## src/rtl/pa_fadd_lop_pkg.sv

```systemverilog
// Shared helpers and width presets for the pipelined FADD close-path leading-one predictor.
// Bit-level G/Z/T derivation and indicator rules live here so every width uses identical logic.
package pa_fadd_lop_pkg;

    localparam int FADD_LOP_W_HALF = 15;
    localparam int FADD_LOP_W_SNGL = 28;
    localparam int FADD_LOP_W_DBL  = 57;

    typedef struct packed {
        logic t;
        logic g;
        logic z;
    } lop_gzt_t;

    // Subtraction is done as A + ~B, so the carry-propagate/generate/kill terms use the inverted subtrahend.
    function automatic lop_gzt_t lop_gzt(input logic a, input logic b);
        lop_gzt_t r;
        logic     c;
        c   = ~b;
        r.t = a ^ c;
        r.g = a & c;
        r.z = ~a & ~c;
        return r;
    endfunction

    function automatic logic lop_ind_msb(input lop_gzt_t cur, input lop_gzt_t dn);
        return (cur.g & ~dn.z) | (cur.z & ~dn.g);
    endfunction

    function automatic logic lop_ind_lsb(input lop_gzt_t cur);
        return cur.g | cur.z;
    endfunction

    function automatic logic lop_ind_mid(input lop_gzt_t up, input lop_gzt_t cur, input lop_gzt_t dn);
        return (up.t & ((cur.g & ~dn.z) | (cur.z & ~dn.g))) |
               (~up.t & ((cur.g & ~dn.g) | (cur.z & ~dn.z)));
    endfunction

endpackage

```

## src/rtl/pa_fadd_lop_pipe_if.sv

```systemverilog
// Operand/result handshake bundle between alignment, the LOP pipe and the normalisation shifter.
// lop_corr only exists when FADD_LOP_CORR_EN is defined.
interface pa_fadd_lop_pipe_if
    import pa_fadd_lop_pkg::*;
#(
    parameter int WIDTH = FADD_LOP_W_SNGL,
    parameter int POS_W = $clog2(WIDTH)
) ();

    logic             lop_flush;
    logic             lop_in_vld;
    logic             lop_in_rdy;
    logic [WIDTH-1:0] src0_adder;
    logic [WIDTH-1:0] src1_adder;
    logic [WIDTH-1:0] ff1_mask;
    logic             lop_out_vld;
    logic             lop_out_rdy;
    logic [POS_W-1:0] ff1_pred;
    logic [POS_W-1:0] ff1_pred_d;
    logic [WIDTH-1:0] ff1_pred_onehot;
    logic             ff1_zero;
`ifdef FADD_LOP_CORR_EN
    logic             lop_corr;
`endif

    modport master (
        output lop_flush, lop_in_vld, src0_adder, src1_adder, ff1_mask, lop_out_rdy,
        input  lop_in_rdy, lop_out_vld, ff1_pred, ff1_pred_d, ff1_pred_onehot, ff1_zero
`ifdef FADD_LOP_CORR_EN
        , input lop_corr
`endif
    );

    modport slave (
        input  lop_flush, lop_in_vld, src0_adder, src1_adder, ff1_mask, lop_out_rdy,
        output lop_in_rdy, lop_out_vld, ff1_pred, ff1_pred_d, ff1_pred_onehot, ff1_zero
`ifdef FADD_LOP_CORR_EN
        , output lop_corr
`endif
    );

endinterface

```

## src/rtl/pa_fadd_lop_ff1_enc.sv

```systemverilog
// Combinational find-first-one from the MSB: MSB-relative index, index-1 (saturating), one-hot and zero flag.
// An all-zero code yields a defined result (index WIDTH-1, empty one-hot) instead of X.
module pa_fadd_lop_ff1_enc #(
    parameter int WIDTH = 28,
    parameter int POS_W = $clog2(WIDTH)
) (
    input  logic [WIDTH-1:0] i_code,
    output logic [POS_W-1:0] o_pred,
    output logic [POS_W-1:0] o_pred_d,
    output logic [WIDTH-1:0] o_onehot,
    output logic             o_zero
);

    // Scan upward so the highest set bit is the last one to win.
    always_comb begin
        o_pred   = POS_W'(WIDTH - 1);
        o_onehot = '0;
        o_zero   = 1'b1;
        for (int i = 0; i < WIDTH; i++) begin
            if (i_code[i]) begin
                o_pred      = POS_W'(WIDTH - 1 - i);
                o_onehot    = '0;
                o_onehot[i] = 1'b1;
                o_zero      = 1'b0;
            end
        end
        o_pred_d = (o_pred == '0) ? '0 : o_pred - POS_W'(1);
    end

endmodule

```

## src/rtl/pa_fadd_lop_pipe.sv

```systemverilog
// Two-stage pipelined leading-one predictor for the FADD close (subtract) path, any width >= 4.
// Optional prediction-correction output is enabled by defining FADD_LOP_CORR_EN.
module pa_fadd_lop_pipe
    import pa_fadd_lop_pkg::*;
#(
    parameter int WIDTH = FADD_LOP_W_SNGL,
    parameter int POS_W = $clog2(WIDTH)
) (
    input  logic              forever_cpuclk,
    input  logic              cpurst,
    pa_fadd_lop_pipe_if.slave lop
);

    lop_gzt_t [WIDTH-1:0] w_gzt;
    logic     [WIDTH-1:0] w_ind;
    logic     [WIDTH-1:0] w_code;

    for (genvar gi = 0; gi < WIDTH; gi++) begin : g_gzt
        assign w_gzt[gi] = lop_gzt(lop.src0_adder[gi], lop.src1_adder[gi]);
    end

    assign w_ind[WIDTH-1] = lop_ind_msb(w_gzt[WIDTH-1], w_gzt[WIDTH-2]);
    assign w_ind[0]       = lop_ind_lsb(w_gzt[0]);

    for (genvar gi = 1; gi < WIDTH - 1; gi++) begin : g_ind
        assign w_ind[gi] = lop_ind_mid(w_gzt[gi+1], w_gzt[gi], w_gzt[gi-1]);
    end

    assign w_code = w_ind | lop.ff1_mask;

    logic             r_vld;
    logic             r_loaded;
    logic [WIDTH-1:0] r_code;
    logic             w_in_rdy;
    logic             w_accept;

    assign w_in_rdy       = ~r_vld | lop.lop_out_rdy;
    assign w_accept       = lop.lop_in_vld & w_in_rdy & ~lop.lop_flush & ~cpurst;
    assign lop.lop_in_rdy = w_in_rdy;

    // r_loaded keeps outputs at zero from reset until the first real entry; flush leaves data visible but invalid.
    always_ff @(posedge forever_cpuclk) begin
        if (cpurst) begin
            r_vld    <= 1'b0;
            r_loaded <= 1'b0;
        end else if (lop.lop_flush) begin
            r_vld    <= 1'b0;
        end else if (w_in_rdy) begin
            r_vld    <= lop.lop_in_vld;
            if (lop.lop_in_vld) begin
                r_loaded <= 1'b1;
            end
        end
    end

`ifdef FADD_LOP_CORR_EN
    logic [WIDTH-1:0] r_src0;
    logic [WIDTH-1:0] r_src1;
`endif

    always_ff @(posedge forever_cpuclk) begin
        if (w_accept) begin
            r_code <= w_code;
`ifdef FADD_LOP_CORR_EN
            r_src0 <= lop.src0_adder;
            r_src1 <= lop.src1_adder;
`endif
        end
    end

    logic [POS_W-1:0] w_pred;
    logic [POS_W-1:0] w_pred_d;
    logic [WIDTH-1:0] w_onehot;
    logic             w_zero;

    pa_fadd_lop_ff1_enc #(
        .WIDTH (WIDTH),
        .POS_W (POS_W)
    ) u_ff1_enc (
        .i_code   (r_code),
        .o_pred   (w_pred),
        .o_pred_d (w_pred_d),
        .o_onehot (w_onehot),
        .o_zero   (w_zero)
    );

    assign lop.lop_out_vld     = r_vld;
    assign lop.ff1_pred        = r_loaded ? w_pred   : '0;
    assign lop.ff1_pred_d      = r_loaded ? w_pred_d : '0;
    assign lop.ff1_pred_onehot = r_loaded ? w_onehot : '0;
    assign lop.ff1_zero        = r_loaded & w_zero;

`ifdef FADD_LOP_CORR_EN
    logic [WIDTH-1:0] w_diff;

    // The indicator can land one bit above the true leading one; a zero at the predicted bit flags that case.
    assign w_diff       = r_src0 - r_src1;
    assign lop.lop_corr = r_loaded & ~w_zero & ~(|(w_diff & w_onehot));
`endif

endmodule

```

## src/flat_wrapper.sv

```systemverilog
// flat-port wrapper written by rule: the top's interface ports become plain ports
module pa_fadd_lop_pipe_flat import pa_fadd_lop_pkg::*;
#(
    parameter int WIDTH = FADD_LOP_W_SNGL,
    parameter int POS_W = $clog2(WIDTH)
)
  (forever_cpuclk, cpurst, lop_lop_flush, lop_lop_in_vld, lop_src0_adder, lop_src1_adder, lop_ff1_mask, lop_lop_out_rdy, lop_lop_in_rdy, lop_lop_out_vld, lop_ff1_pred, lop_ff1_pred_d, lop_ff1_pred_onehot, lop_ff1_zero);
  pa_fadd_lop_pipe_if #(.WIDTH(WIDTH), .POS_W(POS_W)) lop_i ();
  input  logic forever_cpuclk;
  input  logic cpurst;
  input wire logic [$bits(lop_i.lop_flush)-1:0] lop_lop_flush;
  input wire logic [$bits(lop_i.lop_in_vld)-1:0] lop_lop_in_vld;
  input wire logic [$bits(lop_i.src0_adder)-1:0] lop_src0_adder;
  input wire logic [$bits(lop_i.src1_adder)-1:0] lop_src1_adder;
  input wire logic [$bits(lop_i.ff1_mask)-1:0] lop_ff1_mask;
  input wire logic [$bits(lop_i.lop_out_rdy)-1:0] lop_lop_out_rdy;
  output wire logic [$bits(lop_i.lop_in_rdy)-1:0] lop_lop_in_rdy;
  output wire logic [$bits(lop_i.lop_out_vld)-1:0] lop_lop_out_vld;
  output wire logic [$bits(lop_i.ff1_pred)-1:0] lop_ff1_pred;
  output wire logic [$bits(lop_i.ff1_pred_d)-1:0] lop_ff1_pred_d;
  output wire logic [$bits(lop_i.ff1_pred_onehot)-1:0] lop_ff1_pred_onehot;
  output wire logic [$bits(lop_i.ff1_zero)-1:0] lop_ff1_zero;
  assign lop_i.lop_flush = lop_lop_flush;
  assign lop_i.lop_in_vld = lop_lop_in_vld;
  assign lop_i.src0_adder = lop_src0_adder;
  assign lop_i.src1_adder = lop_src1_adder;
  assign lop_i.ff1_mask = lop_ff1_mask;
  assign lop_i.lop_out_rdy = lop_lop_out_rdy;
  assign lop_lop_in_rdy = lop_i.lop_in_rdy;
  assign lop_lop_out_vld = lop_i.lop_out_vld;
  assign lop_ff1_pred = lop_i.ff1_pred;
  assign lop_ff1_pred_d = lop_i.ff1_pred_d;
  assign lop_ff1_pred_onehot = lop_i.ff1_pred_onehot;
  assign lop_ff1_zero = lop_i.ff1_zero;
  pa_fadd_lop_pipe #(.WIDTH(WIDTH), .POS_W(POS_W)) u_core (.forever_cpuclk(forever_cpuclk), .cpurst(cpurst), .lop(lop_i));
endmodule
```

## config.mk

```make
export PLATFORM = sky130hd
export DESIGN_NAME = pa_fadd_lop_pipe_flat
export DESIGN_NICKNAME = d
export VERILOG_FILES = /design/src/rtl/pa_fadd_lop_pkg.sv /design/src/rtl/pa_fadd_lop_pipe_if.sv /design/src/rtl/pa_fadd_lop_ff1_enc.sv /design/src/rtl/pa_fadd_lop_pipe.sv /design/src/flat_wrapper.sv
export SDC_FILE = /design/constraint.sdc
export NUM_CORES = 1
export LEC_CHECK = 0
export CORE_MARGIN = 2
export CORE_UTILIZATION = 49
export DETAILED_ROUTE_END_ITERATION = 10
export HOLD_SLACK_MARGIN = 0.06
export PLACE_DENSITY_LB_ADDON = 0.08
export SLEW_MARGIN = 20
export SYNTH_ARGS = -nofsm -noshare
export SYNTH_HDL_FRONTEND = slang
export SYNTH_SLANG_ARGS = --single-unit
```

## constraint.sdc

```tcl
create_clock -name forever_cpuclk -period 4.8 [get_ports forever_cpuclk]
set_input_delay 1.2 -clock forever_cpuclk [delete_from_list [all_inputs] [get_ports forever_cpuclk]]
set_output_delay 1.2 -clock forever_cpuclk [all_outputs]
set_load 0.02 [all_outputs]
```

# After elaboration in Yosys (flattened, before gate mapping)
# Cells that the tools add are included.
[op_classes]
bitwise_logic = 465
order_cmp = 0
mux = 87
reduce_logical = 3
div_mod_pow = 0
eq_ne = 0
n_addsub = 1
n_mul = 0
shift = 0
[op_table]
columns = ["op", "n"]
rows = [
  ["28-bit two-way mux", 28],
  ["1-bit bitwise AND", 218],
  ["5-bit two-way mux", 29],
  ["1-bit NOT", 139],
  ["1-bit bitwise OR", 81],
  ["1-bit two-way mux", 30],
  ["28-bit bitwise OR", 1],
  ["1-bit XOR", 26],
  ["5-bit zero test", 1],
  ["5-bit by 1-bit subtractor with 5-bit output (second input constant)", 1],
  ["3-bit AND reduction", 1],
  ["2-bit OR reduction", 1],
]
[word_totals]
mem_bits_rw = 0
register_bits = 30
n_memories = 0
output_inout_bits = 41
wordCells = 559
rom_bits = 0
latchBits = 0

# Logic depth before layout (Yosys ltp)
[logic_depth]
depth_word = 30
depth_mapped = 10
ltp_nobuf = 10

# Hierarchy
# A second synthesis with hierarchy kept.
[unflattened]
cells_unflattened = 390
hier_area_um2 = 3672.3
[modules_own_cells]
columns = ["mod", "n_inst", "cells_each", "area_each_um2", "seq_area_each_um2"]
rows = [
  ["pa_fadd_lop_pipe", 1, 282, 2934.1, 880.8],
  ["pa_fadd_lop_ff1_enc", 1, 108, 738.2, 0.0],
]

# Worst setup path before layout
# Ideal clock, no wire load.
[synth_timing]
path_type = "register to output"
startpoint = "reg u_core.r_code[3]"
endpoint = "out lop_ff1_pred[2]"
setup_slack_ps = 1319
stages_incl_launch_ff = 10
t_arrival_ps = 2281
path_cell_list = "edfxtp_1 -> nor2b_1 -> a2111oi_0 -> o21ai_1 -> a211oi_4 -> inv_1 -> ha_1 -> inv_1 -> o21ai_1 -> nor3_1"
[synth_between]
elab_chain_cells = 26
[synth_rtl]
columns = ["element", "line_no", "text"]
rows = [
  ["from (decl)", "pa_fadd_lop_pipe.sv:33", "logic [WIDTH-1:0] r_code;"],
  ["from (signal assigned)", "pa_fadd_lop_pipe.sv:63", "r_code <= w_code;"],
  ["5-bit two-way mux (25 in series)", "pa_fadd_lop_ff1_enc.sv:20", "if (i_code[i]) begin"],
  ["5-bit two-way mux", "pa_fadd_lop_pipe.sv:88", "assign lop.ff1_pred = r_loaded ? w_pred : '0;"],
  ["to (decl)", "flat_wrapper.sv:19", "output wire logic [$bits(lop_i.ff1_pred)-1:0] lop_ff1_pred;"],
]
# No other way between the ends.

# Final worst setup path
[layout_timing]
startpoint = "reg u_core.r_code[11]"
endpoint = "out lop_ff1_pred[2]"
[layout_between]
elab_chain_cells = 18
[layout_rtl]
columns = ["element", "line_no"]
rows = [
  ["5-bit two-way mux (17 in series)", "pa_fadd_lop_ff1_enc.sv:20"],
  ["5-bit two-way mux", "pa_fadd_lop_pipe.sv:88"],
]
# No other way between the ends.

==> qor.txt <==
Die Wd -> 86.9 um
Largest delay share family, worst path -> compound AO/OA/AOI/OAI gates
Die H -> 86.9 um
Yosys reg bits -> 30
syn nets -> 493
Hold Path Sink -> u_core.lop.lop_out_vld$_SDFFE_PP0N_
fill count -> 545
Ys Warns -> 0
IO buf count -> 129
Post-CTS Setup Bufs -> 0
dominant cells by area after synthesis -> edfxtp_1 25%, ha_1 20%, mux2i_1 15%, a221o_1 7.4%, inv_1 7.1%
cells after synthesis -> 349
status -> completed
Die ar. -> 7560 um2
# setup viols final -> 0
Critical Path, Cell by Cell -> or2_1, a311oi_1, o21ai_1, a211oi_4, inv_1, ha_1, inv_1, o21ai_1, nor3_1, clkdlybuf4s50_1
RSZ-0062 raised after global routing -> no
H-Tree Depth -> 2
setup TNS -> 0 ps
commonest non-fill, non-tap cell in the layout -> clkdlybuf4s50_1
WP data arrival -> 3170 ps
GR Util All Layers -> 21.4%
vias per inst -> 5.47
Worst Max-Slew Pin Slew -> 542 ps
Area Growth Syn to Fin -> 44.0%
share of the synthesized area in the top cell type -> 25.0%
Max Cap Violations -> 0
WP buf/inv -> 3
Post-CTS Resized -> 0
area occupied by multi-input gates -> 2240 um2
Rows -> 30
period utilisation layout -> 91.1%
Final Skew -> 7.97 ps
startpoint types -> flop
r2r setup slk -> 3530 ps
min-delay worst type -> reg -> reg
I/O pin count -> 130
Reg2Reg Depth -> 3
Register Area -> 881 um2
Detailed Route WL -> 8.00 mm
fin crit period -> 4370 ps
Slew Limit Fails -> 0
area leader, netlist -> edfxtp_1
start of the worst register-to-register path -> u_core.lop.lop_out_vld$_SDFFE_PP0N_
diode count -> 0
total CTS buffers -> 5
placed insts -> 559
Req. time, crit path -> 3600 ps
Avg Cell Area, Syn -> 9.65 um2
DRT iter0 DRCs -> 96
peak supply drop -> 0.0941 mV
core footprint -> 6720 um2
Clock Path Buffers -> 2
slowest cell on the critical path -> clkdlybuf4s50_1
Async SR Flop Fraction -> 0%
clk slew on worst S/H paths -> 70 ps
Routed wire per std cell -> 14.1 um
Mapped Area -> 3370 um2
initial antenna violation count -> 0
Post-CTS Hold Fix Bufs -> 0
Via Count -> 3099
hold_ws -> 561 ps
Hold Path Stages -> 2
Critical Path Max Stage Delay -> 630 ps
CTS tree -> done
GRT overflow -> 0
commonest non-fill, non-tap cells in the layout -> 129 x clkdlybuf4s50_1, 64 x inv_1, 55 x ha_1, 51 x mux2i_1, 28 x edfxtp_1
kind of end point of the critical path -> output pin
vias in the first global route -> 2952
post-synthesis sequential area ratio -> 26.1%
final cell count without fillers -> 567
reg2reg end -> u_core.r_code[27]$_DFFE_PP_
number of remaining DRC errors -> 0
CP Max Fanout -> 7
share of cells above drive strength 1 -> 4.11%
fin util -> 72.2%
pwr/cell area -> 158 nW/um2
ys flop type -> edfxtp_1
nets -> 630
Post-synth EDFFs -> 28
Initial Util -> 50.1%
synth unique cells -> 46
Max transition margin -> 63.5%
Leakage -> 2.22 nW
largest net degree at the start of global routing -> 30
dpl hpwl -> 6.76 mm
hold path startpoint -> u_core.lop.lop_out_vld$_SDFFE_PP0N_
routability cong. -> 0.827
Hold Fails Final Rpt -> 0
clock latency on the worst-skew pair -> 290 ps
antenna viol nets, final -> 0
Fmax -> 0.229 GHz
DR pass1 iterations -> 4
root buffer cell -> clkbuf_8
Num Clock Sinks -> 30
Crit Path Class -> reg -> out
first-pass GRT wire length -> 13.0 mm
-- registers in the layout, summed over array words and instances (netlist names) --
| signal | count |
|---|---|
| u_core.lop.lop_out_vld | 1 |
| u_core.r_code | 28 |
| u_core.r_loaded | 1 |
-- where the power goes --
group          internal, mW  switching [mW]  total, mW
Clock                0.0990          0.0975      0.196
Combinational         0.152           0.104      0.257
Sequential            0.300          0.0124      0.313
-- how the worst max path moves through the flow --
stage,startpoint,end,slack (ps),cells past startpoint
2_1_floorplan,u_core.r_code[3]$_DFFE_PP_,lop_ff1_pred[2],1320,9
3_3_place_gp,u_core.r_code[3]$_DFFE_PP_,lop_ff1_pred_d[4],860,11
3_5_place_dp,u_core.r_code[11]$_DFFE_PP_,lop_ff1_pred[2],740,10
4_1_cts,u_core.r_code[11]$_DFFE_PP_,lop_ff1_pred[2],430,10
5_1_grt,u_core.r_code[11]$_DFFE_PP_,lop_ff1_pred_d[4],190,11
6_report,u_core.r_code[11]$_DFFE_PP_,lop_ff1_pred[2],430,10
-- through the flow --
step	total power [mW]	cell area, um2	setup WS (ps)
detailed placement	0.575	4770	741
floorplan	0.459	3370	1320
global placement	0.566	4770	862
finish	0.766	4850	426
CTS	0.773	4850	432
global route	0.814	4850	189
-- routing by layer --
metal | GRT usage, % | routed length, um | vias to the layer above
met1 | 25.4 | 3340 | 1445
li1 | - | - | 1555
met4 | 3.13 | 36 | 0
met5 | 0 | 0 | -
met3 | 6.16 | 589 | 6
met2 | 38.9 | 4030 | 93
-- synthesized netlist by cell type (all sizes together), types with 2 or more instances --
master	n
nor3b	3
a221o	25
ha	55
and3	11
nor3	8
and4b	3
a21oi	7
and2	6
mux2i	51
inv	65
o31a	2
or2	4
o211a	2
nor4b	3
nand2b	5
o31ai	2
dfxtp	2
nand3b	2
nor2	22
nand2	7
edfxtp	28
nor2b	7
nor4	6
o21ai	7
a21boi	2
-- worst register-to-register path, cell delays in order, from the launching register on --
cell and delay, ps:
dfxtp_1 310, nand2b_1 110, and3_1 160, buf_4 350
-- layout make-up --
class / count / area share (%)
multi-input combinational: 254 / 46.2
timing repair buffer: 130 / 26.8
sequential: 30 / 18.1
inverter: 65 / 5.03
tap: 80 / 2.06
clock buffer: 5 / 1.42
clock inverter: 3 / 0.335
-- logic make-up (layout without fill, tap and decap cells) --
| logic type | after synthesis | after routing | share of synthesized area (%) |
|---|---|---|---|
| adders and majority gates | 55 | 55 | 20.4 |
| buffers and inverters | 65 | 203 | 7.24 |
| and+or+nand+nor | 92 | 92 | 16.8 |
| AOI/OAI and AO/OA | 56 | 56 | 14.2 |
| muxes | 51 | 51 | 15.2 |
| DFF | 30 | 30 | 26.1 |
No activity file was read; power rests on OpenSTA's default activity.
